File: src/rtl/sm83_adr_unit.sv
// SM83 address latch/incrementer with an optional auto-increment burst sequencer.
// Define SM83_ADR_UNIT_BURST_EN to build in the burst FSM and its counter.
module sm83_adr_unit #(
  parameter int ADR_WIDTH   = 16,
  parameter int BURST_WIDTH = 8
) (
  input  logic                   clk,
  input  logic                   reset,
  input  logic [ADR_WIDTH-1:0]   ain,
  output logic [ADR_WIDTH-1:0]   aout,
  output logic [ADR_WIDTH-1:0]   apin,
  input  logic                   ctl_al_we,
  input  logic                   ctl_al_hi_ff,
  input  logic                   ctl_inc_dec,
  input  logic                   ctl_inc_cy,
  input  logic                   ctl_inc_oe,
  input  logic                   ctl_inc_step2,
  output logic                   inc_wrap,
  input  logic                   burst_start,
  input  logic [BURST_WIDTH-1:0] burst_len,
  output logic                   burst_busy,
  output logic                   burst_done
);

  localparam int HALF = ADR_WIDTH / 2;

  // MSB of the result is the carry (increment) or borrow (decrement) out of the address.
  function automatic logic [ADR_WIDTH:0] step_addr(
    input logic [ADR_WIDTH-1:0] a,
    input logic                 dec,
    input logic                 two
  );
    logic [ADR_WIDTH:0] ext_a;
    logic [ADR_WIDTH:0] ext_s;
    ext_a = {1'b0, a};
    ext_s = {{(ADR_WIDTH-1){1'b0}}, two, ~two};
    if (dec) begin
      step_addr = ext_a - ext_s;
    end else begin
      step_addr = ext_a + ext_s;
    end
  endfunction

  logic [ADR_WIDTH-1:0] al_q, al_d;
  logic [ADR_WIDTH:0]   ctl_sum_s;
  logic [ADR_WIDTH:0]   burst_sum_s;
  logic [ADR_WIDTH-1:0] inc_s;
  logic [ADR_WIDTH-1:0] apin_s;
  logic                 wrap_s;
  logic                 burst_drive_s;

`ifdef SM83_ADR_UNIT_BURST_EN
  typedef enum logic [1:0] {
    ST_IDLE  = 2'b00,
    ST_BURST = 2'b01,
    ST_DONE  = 2'b10
  } state_e;

  localparam logic [BURST_WIDTH-1:0] CNT_ONE  = {{(BURST_WIDTH-1){1'b0}}, 1'b1};
  localparam logic [BURST_WIDTH-1:0] CNT_ZERO = {BURST_WIDTH{1'b0}};

  state_e                 state_q, state_d;
  logic [BURST_WIDTH-1:0] count_q, count_d;
  logic                   dir_q, dir_d;
  logic                   step2_q, step2_d;

  // Burst sequencer state, counter and captured direction/step.
  always_ff @(negedge clk or negedge reset) begin
    if (!reset) begin
      state_q <= ST_IDLE;
      count_q <= CNT_ZERO;
      dir_q   <= 1'b0;
      step2_q <= 1'b0;
    end else begin
      state_q <= state_d;
      count_q <= count_d;
      dir_q   <= dir_d;
      step2_q <= step2_d;
    end
  end

  // Next burst state; an explicit latch write always aborts back to idle.
  always_comb begin
    state_d = state_q;
    count_d = count_q;
    dir_d   = dir_q;
    step2_d = step2_q;
    case (state_q)
      ST_IDLE: begin
        if (burst_start && !ctl_al_we) begin
          count_d = burst_len;
          dir_d   = ctl_inc_dec;
          step2_d = ctl_inc_step2;
          if (burst_len != CNT_ZERO) begin
            state_d = ST_BURST;
          end else begin
            state_d = ST_DONE;
          end
        end else begin
          state_d = ST_IDLE;
        end
      end
      ST_BURST: begin
        if (ctl_al_we) begin
          state_d = ST_IDLE;
        end else begin
          count_d = count_q - CNT_ONE;
          if (count_q == CNT_ONE) begin
            state_d = ST_DONE;
          end else begin
            state_d = ST_BURST;
          end
        end
      end
      ST_DONE: begin
        state_d = ST_IDLE;
      end
      default: begin
        state_d = ST_IDLE;
      end
    endcase
  end

  assign burst_drive_s = (state_q == ST_BURST);
  assign burst_sum_s   = step_addr(al_q, dir_q, step2_q);
  assign burst_busy    = (state_q == ST_BURST);
  assign burst_done    = (state_q == ST_DONE);
`else
  logic unused_s;

  assign unused_s      = &{1'b0, burst_start, burst_len};
  assign burst_drive_s = 1'b0;
  assign burst_sum_s   = {(ADR_WIDTH+1){1'b0}};
  assign burst_busy    = 1'b0;
  assign burst_done    = 1'b0;
`endif

  assign ctl_sum_s = step_addr(al_q, ctl_inc_dec, ctl_inc_step2);

  // Incrementer output and pin-address selection.
  always_comb begin
    apin_s = al_q;
    wrap_s = 1'b0;
    if (ctl_inc_cy) begin
      inc_s = ctl_sum_s[ADR_WIDTH-1:0];
    end else begin
      inc_s = al_q;
    end
    if (!reset) begin
      apin_s = {ADR_WIDTH{1'b0}};
      wrap_s = 1'b0;
    end else if (ctl_al_we) begin
      if (ctl_inc_oe) begin
        apin_s = inc_s;
      end else if (ctl_al_hi_ff) begin
        apin_s = {{(ADR_WIDTH-HALF){1'b1}}, ain[HALF-1:0]};
      end else begin
        apin_s = ain;
      end
      wrap_s = ctl_inc_cy & ctl_sum_s[ADR_WIDTH];
    end else if (burst_drive_s) begin
      apin_s = burst_sum_s[ADR_WIDTH-1:0];
      wrap_s = burst_sum_s[ADR_WIDTH];
    end else begin
      apin_s = al_q;
      wrap_s = ctl_inc_cy & ctl_sum_s[ADR_WIDTH];
    end
  end

  // Address latch loads the pin address on explicit writes and on every burst step.
  always_comb begin
    if (ctl_al_we || burst_drive_s) begin
      al_d = apin_s;
    end else begin
      al_d = al_q;
    end
  end

  // Address latch register.
  always_ff @(negedge clk or negedge reset) begin
    if (!reset) begin
      al_q <= {ADR_WIDTH{1'b0}};
    end else begin
      al_q <= al_d;
    end
  end

  assign aout     = al_q;
  assign apin     = apin_s;
  assign inc_wrap = wrap_s;

endmodule

File: config.mk
export PLATFORM = sky130hd
export DESIGN_NAME = sm83_adr_unit
export DESIGN_NICKNAME = d
export VERILOG_FILES = /design/src/rtl/sm83_adr_unit.sv
export SDC_FILE = /design/constraint.sdc
export NUM_CORES = 1
export LEC_CHECK = 0
export CORE_MARGIN = 2
export CORE_UTILIZATION = 48
export DETAILED_ROUTE_END_ITERATION = 8
export DONT_BUFFER_PORTS = 1
export GPL_TIMING_DRIVEN = 0
export SLEW_MARGIN = 10
export SYNTH_ARGS = -nofsm -noshare
export SYNTH_HDL_FRONTEND = slang
export SYNTH_SLANG_ARGS = --single-unit
File: constraint.sdc
create_clock -name clk -period 5.5 [get_ports clk]
set_input_delay 0 -clock clk [delete_from_list [all_inputs] [get_ports clk]]
set_output_delay 0 -clock clk [all_outputs]
set_load 0.05 [all_outputs]
==> out/results.md, run 1 <==
| Quantity | Reported |
|:---|:---|
| Routability Congestion | 0.909 |
| Sequential fraction of the synthesis area | 0.203 |
| Buffers and inverters on the worst path | 3 |
| Signed area change from the synthesized netlist to the final layout | 32.7% |
| Reported max-cap violation count | 0 |
| Slowest-stage cell, CP | sky130_fd_sc_hd__dfrtn_1 |
| Overall via count from detail_route | 2158 |
| Relative max-transition margin | 0.363 |
| Std-Cell Core Area | 3970 µm² |
| Setup tns final | -3.75 ns |
| Number of antenna-violating nets in the routed design | 0 |
| Final instance count without filler cells | 329 |
| Number of port buffers | 0 |
| # nets final | 332 |
| Violated checks | negative setup slack |
| Placed cell areas | 2110 µm² |
| Number of flops mapped to enable cells by yosys | 0 |
| Power per unit of standard cell area | 264 nW/µm² |
| Average cell area after synthesis | 7.47 µm² |
| Via count normalized by instance count | 6.56 |
| Antenna violations before repair | 0 |
| Largest net degree at the start of global routing | 18 |
| Overflow after GRT | 0 |
| Number of filler instances in the final layout | 348 |
| Full die area | 4640 µm² |
| Maximum fanout count along the critical path | 5 |
| TritonCTS clock tree | built |
| Dominant cell type by area after synthesis | sky130_fd_sc_hd__dfrtn_1 |
| List of cells traversed by the critical path | inv_2 -> ha_4 -> fa_2 -> nand2b_4 -> a21oi_4 -> buf_4 -> buf_6 -> o21a_1 -> nor3_1 -> o21a_1 -> nor4_4 -> a211o_4 |
| Number of clock buffers inserted by TritonCTS | 3 |
| Post-detail-place hpwl | 4.72 mm |
| Static Leakage | 1.04 nW |
| Top cells by count, synth | sky130_fd_sc_hd__nand2_1 (24), sky130_fd_sc_hd__a21oi_1 (23), sky130_fd_sc_hd__nor2_1 (23) |
| Warning count from the yosys run | 0 |
| Detailed Route Iter0 Violations | 149 |
| Proportion of synthesized flip-flops having asynchronous set or reset | 1.00 |
| Setup ws final | -0.498 ns |
| CTS sink count | 16 |
| Clock edge transition at the registers on the reported setup and hold paths | 0.05 ns |
| Die height | 68.1 µm |
| Clock insertion delay at the later pin of the skew report | 0.27 ns |
| Worst Setup End Kind | output port |
| Overall Global Routing Usage | 0.309 |
| Buffer depth of the longest clock path | 2 |
| I/O Pins | 68 |
| DR WL met2 | 3.56 mm |
| Synth Register Bits | 16 |
| Num rows | 23 |
| Sequential Area | 400 µm² |
| Post-synth design cell area | 1970 µm² |
| Final-report max-slew violation count | 0 |
| Overall power of the completed layout | 0.692 mW |
| Count of endpoints failing setup in the final report | 11 |
| Area fraction of the dominant cell type after synthesis | 0.203 |
| Maximum VDD drop | 0.133 mV |
| Met3 WL | 386 µm |
| Critical path's largest stage delay | 0.79 ns |
| Synth unique cells | 56 |
| Routed length on met1 | 2.90 mm |
| Type of the worst setup path | flip-flop to output port |
| Top area cells in the synthesized netlist | sky130_fd_sc_hd__dfrtn_1 (20%), sky130_fd_sc_hd__ha_1 (11%), sky130_fd_sc_hd__a21oi_1 (5.8%), sky130_fd_sc_hd__o21ai_0 (4.8%), sky130_fd_sc_hd__nand2_1 (4.6%) |
| CP arrival | 6.00 ns |
| Fraction of final layout cells sized beyond drive strength 1 | 0.272 |
| Number of instances in the synthesized netlist | 264 |
| Fin. Hold Viols | 0 |
| Die outline width | 68.1 µm |
| Family of cells with the greatest summed delay on the critical path | flip-flops |
| RSZ-0062 raised after global routing | true |
| Area of all placed cells without fillers | 2620 µm² |
| Outcome | finished, violations left |
| Global-route wire length before repair | 10.5 mm |
| Post-placement worst setup slack | -0.449 ns |
| Tightest Hold Check Type | input port to output port |
| Worst clock skew | 0.00201 ns |
| Drt first pass iters | 7 |
| Diode insertion count for antenna repair | 0 |
| Uppermost layer routed | met4 |
| Combined area of the multi-input logic cells | 1890 µm² |
| Commonest register cell after synthesis | sky130_fd_sc_hd__dfrtn_1 |
| Buffer type at the clock tree root | sky130_fd_sc_hd__clkbuf_8 |
| Cell count after placement | 315 |
| Startpoint type of the worst setup path | flip-flop |
| Per-cell routed wire length | 21.1 µm |
| Initial cell density of the core | 0.497 |
| Transition time of the tightest slew-check pin | 0.955 ns |
| Most frequent cell after synthesis | sky130_fd_sc_hd__nand2_1 |
| Max FFs per register | 16 |
| Vias in the first global route | 2133 |
| Remaining routing DRC violations | 0 |
| Overall routed net length | 6.96 mm |
| H-tree depth | 1 |
| Data required time at the worst endpoint | 5.50 ns |
| Crit-path most repeated cell | sky130_fd_sc_hd__o21a_1 |
worst paths after layout:
check | slack, ns | cells after the start | from | endpoint
worst max-delay path | -0.50 | 12 | aout[0]$_DFFE_NN0P_ | apin[10]
worst max register to register | 2.46 | 9 | aout[1]$_DFFE_NN0P_ | aout[15]$_DFFE_NN0P_
max in group asynchronous | 3.34 | 0 | reset | aout[12]$_DFFE_NN0P_
worst min register to register | 0.83 | 2 | aout[11]$_DFFE_NN0P_ | aout[11]$_DFFE_NN0P_
min in group asynchronous | 2.05 | 0 | reset | aout[11]$_DFFE_NN0P_
worst min-delay path | 0.31 | 2 | ctl_inc_dec | inc_wrap
final cells by class:
| type | instances | area share |
|---|---|---|
| multi-input cells | 219 | 0.721 |
| flip-flops and latches | 16 | 0.153 |
| repair buffers | 14 | 0.0445 |
| well taps | 50 | 0.0239 |
| plain buffers | 13 | 0.0215 |
| inverters | 14 | 0.0201 |
| clock buffers | 3 | 0.0158 |
per-layer routing:
| metal | vias to the layer above | track usage |
|---|---|---|
| li1 | 1015 | - |
| met1 | 1065 | 0.379 |
| met2 | 68 | 0.540 |
| met3 | 10 | 0.0526 |
| met4 | 0 | 0.113 |
| met5 | - | 0 |
power by group:
part           internal (mW)  switching [mW]
Sequential             0.132          0.0744
Clock                 0.0489          0.0518
Combinational          0.155           0.230
Total                  0.336           0.356
layout by cell type (no fill, tap or decap), drive strengths merged, types with 5 or more instances in the layout:
| master | instances |
|---|---|
| nand2 | 24 |
| xor2 | 5 |
| o21ai | 21 |
| buf | 16 |
| nor2 | 23 |
| nor2b | 6 |
| clkbuf | 14 |
| inv | 14 |
| nand3 | 6 |
| dfrtn | 16 |
| a21oi | 23 |
| nand2b | 9 |
| ha | 17 |
| a21o | 8 |
| nor3 | 6 |
metrics by stage:
stage / utilization / hold WS [ns]
2_1_floorplan: - / 0.345
3_3_place_gp: 0.531 / 0.370
3_5_place_dp: 0.531 / 0.369
4_1_cts: 0.619 / 0.302
5_1_grt: 0.659 / 0.303
6_report: 0.659 / 0.307
cells by family after synthesis:
family	Yosys count	synth area share
compound gates	99	0.347
xor+xnor	9	0.0399
fa+ha+maj	18	0.118
buf+inv	30	0.0621
flops	16	0.203
mux	2	0.0101
other cells	1	0.00190
simple gates	89	0.218
what timing repair did:
action,in CTS,in global routing
gates resized for setup,48,25
pin swaps,32,27
setup buffers,10,5
hold buffers,0,0
endpoints found under the setup margin,16,16
(Power assumes the default switching activity.)
==> run 2, diff against run 1 <==
- CORE_MARGIN: 2 -> default
==> out/results.md, run 2 (synthesized netlist as in run 1, its figures left out) <==
| Quantity | Reported | Delta |
|:---|:---|:---|
| Switching share of power | 0.501 | -0.0140 |
| Antenna violations before repair | 0 | unchanged |
| Per-cell routed wire length | 20.7 µm | -2.2% |
| Worst Setup End Kind | output port |  |
| Overflow after GRT | 0 | unchanged |
| CP arrival | 5.94 ns | -0.06 ns |
| Relative max-transition margin | 0.343 | -0.0210 |
| Worst clock skew | 0.00135 ns | -0.000667 ns |
| I/O Pins | 68 | unchanged |
| Final instance count without filler cells | 329 | unchanged |
| R2R Setup Slk | 2.48 ns | +0.02 ns |
| Overall Global Routing Usage | 0.325 | +0.0154 |
| Routability Congestion | 0.895 | -1.5% |
| Setup crit start | aout[0]$_DFFE_NN0P_ |  |
| Overall routed net length | 6.80 mm | -2.2% |
| Type of the worst setup path | flip-flop to output port |  |
| Count of endpoints failing setup in the final report | 14 | +3 |
| Max FFs per register | 16 | unchanged |
| Static Leakage | 1.07 nW | +2.4% |
| Diode insertion count for antenna repair | 0 | unchanged |
| Fin. Hold Viols | 0 | unchanged |
| CTS sink count | 16 | unchanged |
| Start of the worst register-to-register path | aout[0]$_DFFE_NN0P_ |  |
| Most used cells in the layout excluding fill and tap cells | sky130_fd_sc_hd__nand2_1 (20), sky130_fd_sc_hd__nor2_1 (20), sky130_fd_sc_hd__dfrtn_1 (16) |  |
| Final-report max-slew violation count | 0 | unchanged |
| Vias in the first global route | 2117 | -0.75% |
| Buffer depth of the longest clock path | 2 | unchanged |
| Full die area | 4370 µm² | -5.8% |
| Number of antenna-violating nets in the routed design | 0 | unchanged |
| Hold-critical path depth | 2 | unchanged |
| Startpoint type of the worst setup path | flip-flop |  |
| Number of clock buffers inserted by TritonCTS | 3 | unchanged |
| Post-placement worst setup slack | -0.341 ns | +0.109 ns |
| Reported max-cap violation count | 0 | unchanged |
| Die height | 66.1 µm | -2.9% |
| Worst R2R Path Depth | 12 | +3 |
| Clk network pwr share | 0.165 | +0.019 |
| Int Power | 0.350 mW | +4.3% |
| Largest net degree at the start of global routing | 18 | unchanged |
| Placed cell areas | 2100 µm² | -0.12% |
| Drt first pass iters | 4 | -3 |
| Buffer type at the clock tree root | sky130_fd_sc_hd__clkbuf_8 |  |
| Transition time of the tightest slew-check pin | 0.986 ns | +0.0315 ns |
| Finished Core Util | 0.690 | +0.0313 |
| Via count normalized by instance count | 6.61 | +0.74% |
| Initial cell density of the core | 0.519 | +0.0226 |
| Overall via count from detail_route | 2174 | +0.74% |
| Signed area change from the synthesized netlist to the final layout | 32.9% |  |
| Die outline width | 66.1 µm | -2.9% |
| Maximum VDD drop | 0.121 mV | -8.8% |
| Num rows | 22 | -4.3% |
| Clock edge transition at the registers on the reported setup and hold paths | 0.05 ns | about the same |
| Detailed Route Iter0 Violations | 157 | +5.4% |
| TritonCTS clock tree | built |  |
| Number of port buffers | 0 | unchanged |
| RSZ-0062 raised after global routing | true |  |
| Setup ws final | -0.444 ns | +0.0541 ns |
| Post-detail-place hpwl | 4.67 mm | -1.2% |
| Tightest Hold Check Type | input port to output port |  |
| Clock insertion delay at the later pin of the skew report | 0.27 ns | about the same |
| Std-Cell Core Area | 3800 µm² | -4.3% |
| Data required time at the worst endpoint | 5.50 ns | about the same |
| # nets final | 333 | +0.30% |
| Remaining routing DRC violations | 0 | unchanged |
| Reported net switching power | 0.351 mW | -1.4% |
| Number of filler instances in the final layout | 319 | -8.3% |
| Fraction of power consumed by combinational cells | 0.539 | -0.017 |
| Cell count after placement | 313 | -0.63% |
| Global-route wire length before repair | 10.6 mm | +0.46% |
| Violated checks | negative setup slack |  |
| Fraction of final layout cells sized beyond drive strength 1 | 0.288 | +0.0159 |
| Maximum fanout count along the critical path | 5 | unchanged |
| Area of all placed cells without fillers | 2620 µm² | +0.19% |
| Cts hold-fix bufs | 0 | unchanged |
| Sequential Power Share | 0.296 | -0.003 |
| Power per unit of standard cell area | 267 nW/µm² | +1.2% |
| Critical path endpoint | apin[8] |  |
| Worst reg2reg endpoint | aout[14]$_DFFE_NN0P_ |  |
| H-tree depth | 1 | unchanged |
| Outcome | finished, violations left |  |
run 2: repair_timing:
item                       4_1_cts  5_1_grt
setup buffers                   13        4
setup endpoints to repair       15       16
resized for setup               59       15
pin swaps                       46       30
run 2: routing by layer:
metal | global-route usage | vias up | share of wire
met5 | 0 | - | 0
met3 | 0.0552 | 12 | 0.078
met2 | 0.561 | 89 | 0.48
met1 | 0.402 | 1067 | 0.42
met4 | 0.112 | 0 | 0.015
li1 | - | 1006 | -
run 2: area by class of cell:
cell class,instances,area [µm²],share of cell area
plain buffers,13,56.3,0.0215
clock buffers,4,55.1,0.0210
inverters,14,52.6,0.0200
multi-input cells,219,1880,0.716
flip-flops and latches,16,400,0.153
well taps,48,60.1,0.0229
repair buffers,15,120,0.0458
run 2: worst max-delay path, cell delays in order (launching register included):
cell and delay, ns:
sky130_fd_sc_hd__dfrtn_1 0.78, sky130_fd_sc_hd__inv_2 0.12, sky130_fd_sc_hd__ha_4 0.20, sky130_fd_sc_hd__fa_2 0.34, sky130_fd_sc_hd__nand2b_4 0.16, sky130_fd_sc_hd__a21oi_4 0.17
sky130_fd_sc_hd__a2111oi_4 0.07, sky130_fd_sc_hd__o21ai_2 0.15, sky130_fd_sc_hd__xor2_1 0.19, sky130_fd_sc_hd__nor3_2 0.09, sky130_fd_sc_hd__a2111oi_4 0.65
run 2: stage by stage:
step	setup TNS (ns)	hold WS (ns)	total power [mW]
5_1_grt	-4.92	0.301	0.736
6_report	-3.54	0.288	0.701
3_3_place_gp	-1.47	0.357	0.491
3_5_place_dp	-1.63	0.362	0.493
4_1_cts	-3.05	0.293	0.679
2_1_floorplan	-0.129	0.345	0.444
run 2: worst min-delay path by stage:
| stage | startpoint | end | slack [ns] |
|---|---|---|---|
| after CTS | ctl_inc_dec | inc_wrap | 0.29 |
| after floorplan | ctl_inc_dec | inc_wrap | 0.35 |
| final | ctl_inc_dec | inc_wrap | 0.29 |
| after global routing | ctl_inc_dec | inc_wrap | 0.30 |
| after detailed placement | ctl_inc_dec | inc_wrap | 0.36 |
| after global placement | ctl_inc_dec | inc_wrap | 0.36 |
run 2: power by group through the flow:
stage	logic [mW]	registers (mW)	clock network [mW]
2_1_floorplan	0.243	0.201	0
3_3_place_gp	0.284	0.207	0
3_5_place_dp	0.285	0.208	0
4_1_cts	0.356	0.208	0.114
5_1_grt	0.406	0.210	0.120
6_report	0.378	0.208	0.115
==> run 3, diff against run 2 <==
- CORE_ASPECT_RATIO: default -> 0.7
- RECOVER_POWER: default -> 25
==> out/results.md, run 3 (synthesized netlist as in run 1, its figures left out) <==
| Quantity | Reported | Delta |
|:---|:---|:---|
| R2R Setup Slk | 1.91 ns | -0.57 ns |
| Data required time at the worst endpoint | 5.50 ns | about the same |
| Overall via count from detail_route | 2194 | +0.92% |
| Global-route wire length before repair | 11.2 mm | +5.7% |
| Fraction of power consumed by combinational cells | 0.557 | +0.018 |
| Number of port buffers | 0 | unchanged |
| Reported net switching power | 0.360 mW | +2.7% |
| Die height | 55.6 µm | -16% |
| Relative max-transition margin | 0.309 | -0.0330 |
| Initial cell density of the core | 0.503 | -0.0164 |
| Antenna violations before repair | 0 | unchanged |
| Max FFs per register | 16 | unchanged |
| Worst clock skew | 0.00260 ns | +0.00125 ns |
| Signed area change from the synthesized netlist to the final layout | 41.3% |  |
| Number of antenna-violating nets in the routed design | 0 | unchanged |
| Final-report max-slew violation count | 0 | unchanged |
| Count of endpoints failing setup in the final report | 12 | -2 |
| Number of filler instances in the final layout | 309 | -3.1% |
| Routability Congestion | 0.891 | -0.48% |
| Fin. Hold Viols | 0 | unchanged |
| Startpoint type of the worst setup path | flip-flop |  |
| Num rows | 19 | -14% |
| Post-placement worst setup slack | -0.354 ns | -0.0139 ns |
| Overall routed net length | 7.10 mm | +4.3% |
| Overflow after GRT | 0 | unchanged |
| Diode insertion count for antenna repair | 0 | unchanged |
| Std-Cell Core Area | 3920 µm² | +3.3% |
| Fraction of final layout cells sized beyond drive strength 1 | 0.334 | +0.0462 |
| RSZ-0062 raised after global routing | true |  |
| Detailed Route Iter0 Violations | 164 | +4.5% |
| Switching share of power | 0.495 | -0.00530 |
| Setup tns final | -3.65 ns | -0.110 ns |
| Full die area | 4370 µm² | about the same |
| Most used cells in the layout excluding fill and tap cells | sky130_fd_sc_hd__buf_4 (27), sky130_fd_sc_hd__nand2_1 (21), sky130_fd_sc_hd__nor2_1 (20) |  |
| Setup ws final | -0.420 ns | +0.0233 ns |
| CP arrival | 5.92 ns | -0.02 ns |
| H-tree depth | 1 | unchanged |
| Clk network pwr share | 0.157 | -0.008 |
| Finished Core Util | 0.711 | +0.0206 |
| # nets final | 348 | +4.5% |
| Die outline width | 78.6 µm | +19% |
| Reported max-cap violation count | 0 | unchanged |
| Outcome | finished, violations left |  |
| Overall Global Routing Usage | 0.333 | +0.00845 |
| Power per unit of standard cell area | 261 nW/µm² | -2.4% |
| Per-cell routed wire length | 20.4 µm | -1.4% |
| Post-detail-place hpwl | 4.72 mm | +1.2% |
| Buffer depth of the longest clock path | 2 | unchanged |
| Maximum fanout count along the critical path | 5 | unchanged |
| Overall power of the completed layout | 0.728 mW | +3.8% |
| TritonCTS clock tree | built |  |
| Tightest Hold Check Type | input port to output port |  |
| Largest net degree at the start of global routing | 18 | unchanged |
| Worst Setup End Kind | output port |  |
| Buffer type at the clock tree root | sky130_fd_sc_hd__clkbuf_8 |  |
| Int Power | 0.367 mW | +4.9% |
| CTS sink count | 16 | unchanged |
| Number of clock buffers inserted by TritonCTS | 3 | unchanged |
| Vias in the first global route | 2161 | +2.1% |
| I/O Pins | 68 | unchanged |
| Remaining routing DRC violations | 0 | unchanged |
| Violated checks | negative setup slack |  |
| Sequential Power Share | 0.286 | -0.010 |
| Clock insertion delay at the later pin of the skew report | 0.27 ns | about the same |
| Clock edge transition at the registers on the reported setup and hold paths | 0.05 ns | about the same |
| Via count normalized by instance count | 6.30 | -4.6% |
| Most frequent standard cell in the layout excluding fill and tap cells | sky130_fd_sc_hd__buf_4 |  |
| Drt first pass iters | 4 | unchanged |
| Transition time of the tightest slew-check pin | 1.04 ns | +0.0496 ns |
| Maximum VDD drop | 0.154 mV | +27% |
| Type of the worst setup path | flip-flop to output port |  |
| Static Leakage | 1.15 nW | +7.3% |
-- run 3: cell count changes in the layout (fill, tap and decap cells not counted), sizes merged --
cell  before  now
buf       17   32
-- run 3: final timing paths --
path,startpoint,to,cells past startpoint
max reg2reg,aout[1]$_DFFE_NN0P_,aout[5]$_DFFE_NN0P_,16
min in group asynchronous,reset,aout[11]$_DFFE_NN0P_,0
max in group asynchronous,reset,aout[8]$_DFFE_NN0P_,0
min reg2reg,aout[11]$_DFFE_NN0P_,aout[11]$_DFFE_NN0P_,2
min,ctl_inc_dec,inc_wrap,2
max,aout[0]$_DFFE_NN0P_,apin[8],10
-- run 3: final cells by class --
type                    count  area, µm²  share of cell area
plain buffers              13       56.3              0.0202
inverters                  14       52.6              0.0188
flip-flops and latches     16        400               0.144
multi-input cells         219       1920               0.687
well taps                  52       65.1              0.0233
repair buffers             30        244              0.0875
clock buffers               4       55.1              0.0197
-- run 3: worst max-delay path: stages (launching register included) --
cell                        delay, ns
sky130_fd_sc_hd__dfrtn_1         0.77
sky130_fd_sc_hd__inv_2           0.11
sky130_fd_sc_hd__ha_4            0.18
sky130_fd_sc_hd__fa_2            0.34
sky130_fd_sc_hd__nand2b_4        0.16
sky130_fd_sc_hd__a21oi_4         0.17
sky130_fd_sc_hd__a2111oi_4       0.07
sky130_fd_sc_hd__o21ai_1         0.16
sky130_fd_sc_hd__xor2_1          0.19
sky130_fd_sc_hd__nor3_2          0.10
sky130_fd_sc_hd__a2111oi_4       0.65
-- run 3: timing repair --
item | CTS | global route
buffers inserted | 24 | 6
hold buffers | 0 | 0
endpoints found under the hold margin | 0 | 0
endpoints found under the setup margin | 16 | 16
resized for setup | 63 | 17
pin swaps | 42 | 24
-- run 3: power by group through the flow --
stage	registers (mW)	clock network (mW)	logic [mW]
floorplan	0.201	0	0.243
global placement	0.207	0	0.284
detailed placement	0.207	0	0.285
CTS	0.208	0.116	0.368
global route	0.211	0.120	0.431
finish	0.208	0.114	0.405
-- run 3: per-layer routing --
layer | up-vias | GRT usage | part of all wire
met5 | - | 0 | 0
met4 | 0 | 0.0635 | 0.0069
met3 | 4 | 0.0869 | 0.090
met2 | 86 | 0.511 | 0.44
met1 | 1071 | 0.473 | 0.46
li1 | 1033 | - | -
-- run 3: per-stage QoR --
step | std cells | cell area (µm²) | hold WS, ns
after floorplan | 265 | 2040 | 0.345
after global placement | 317 | 2110 | 0.368
after detailed placement | 317 | 2110 | 0.364
after CTS | 342 | 2660 | 0.296
after global routing | 348 | 2790 | 0.322
final | 348 | 2790 | 0.314
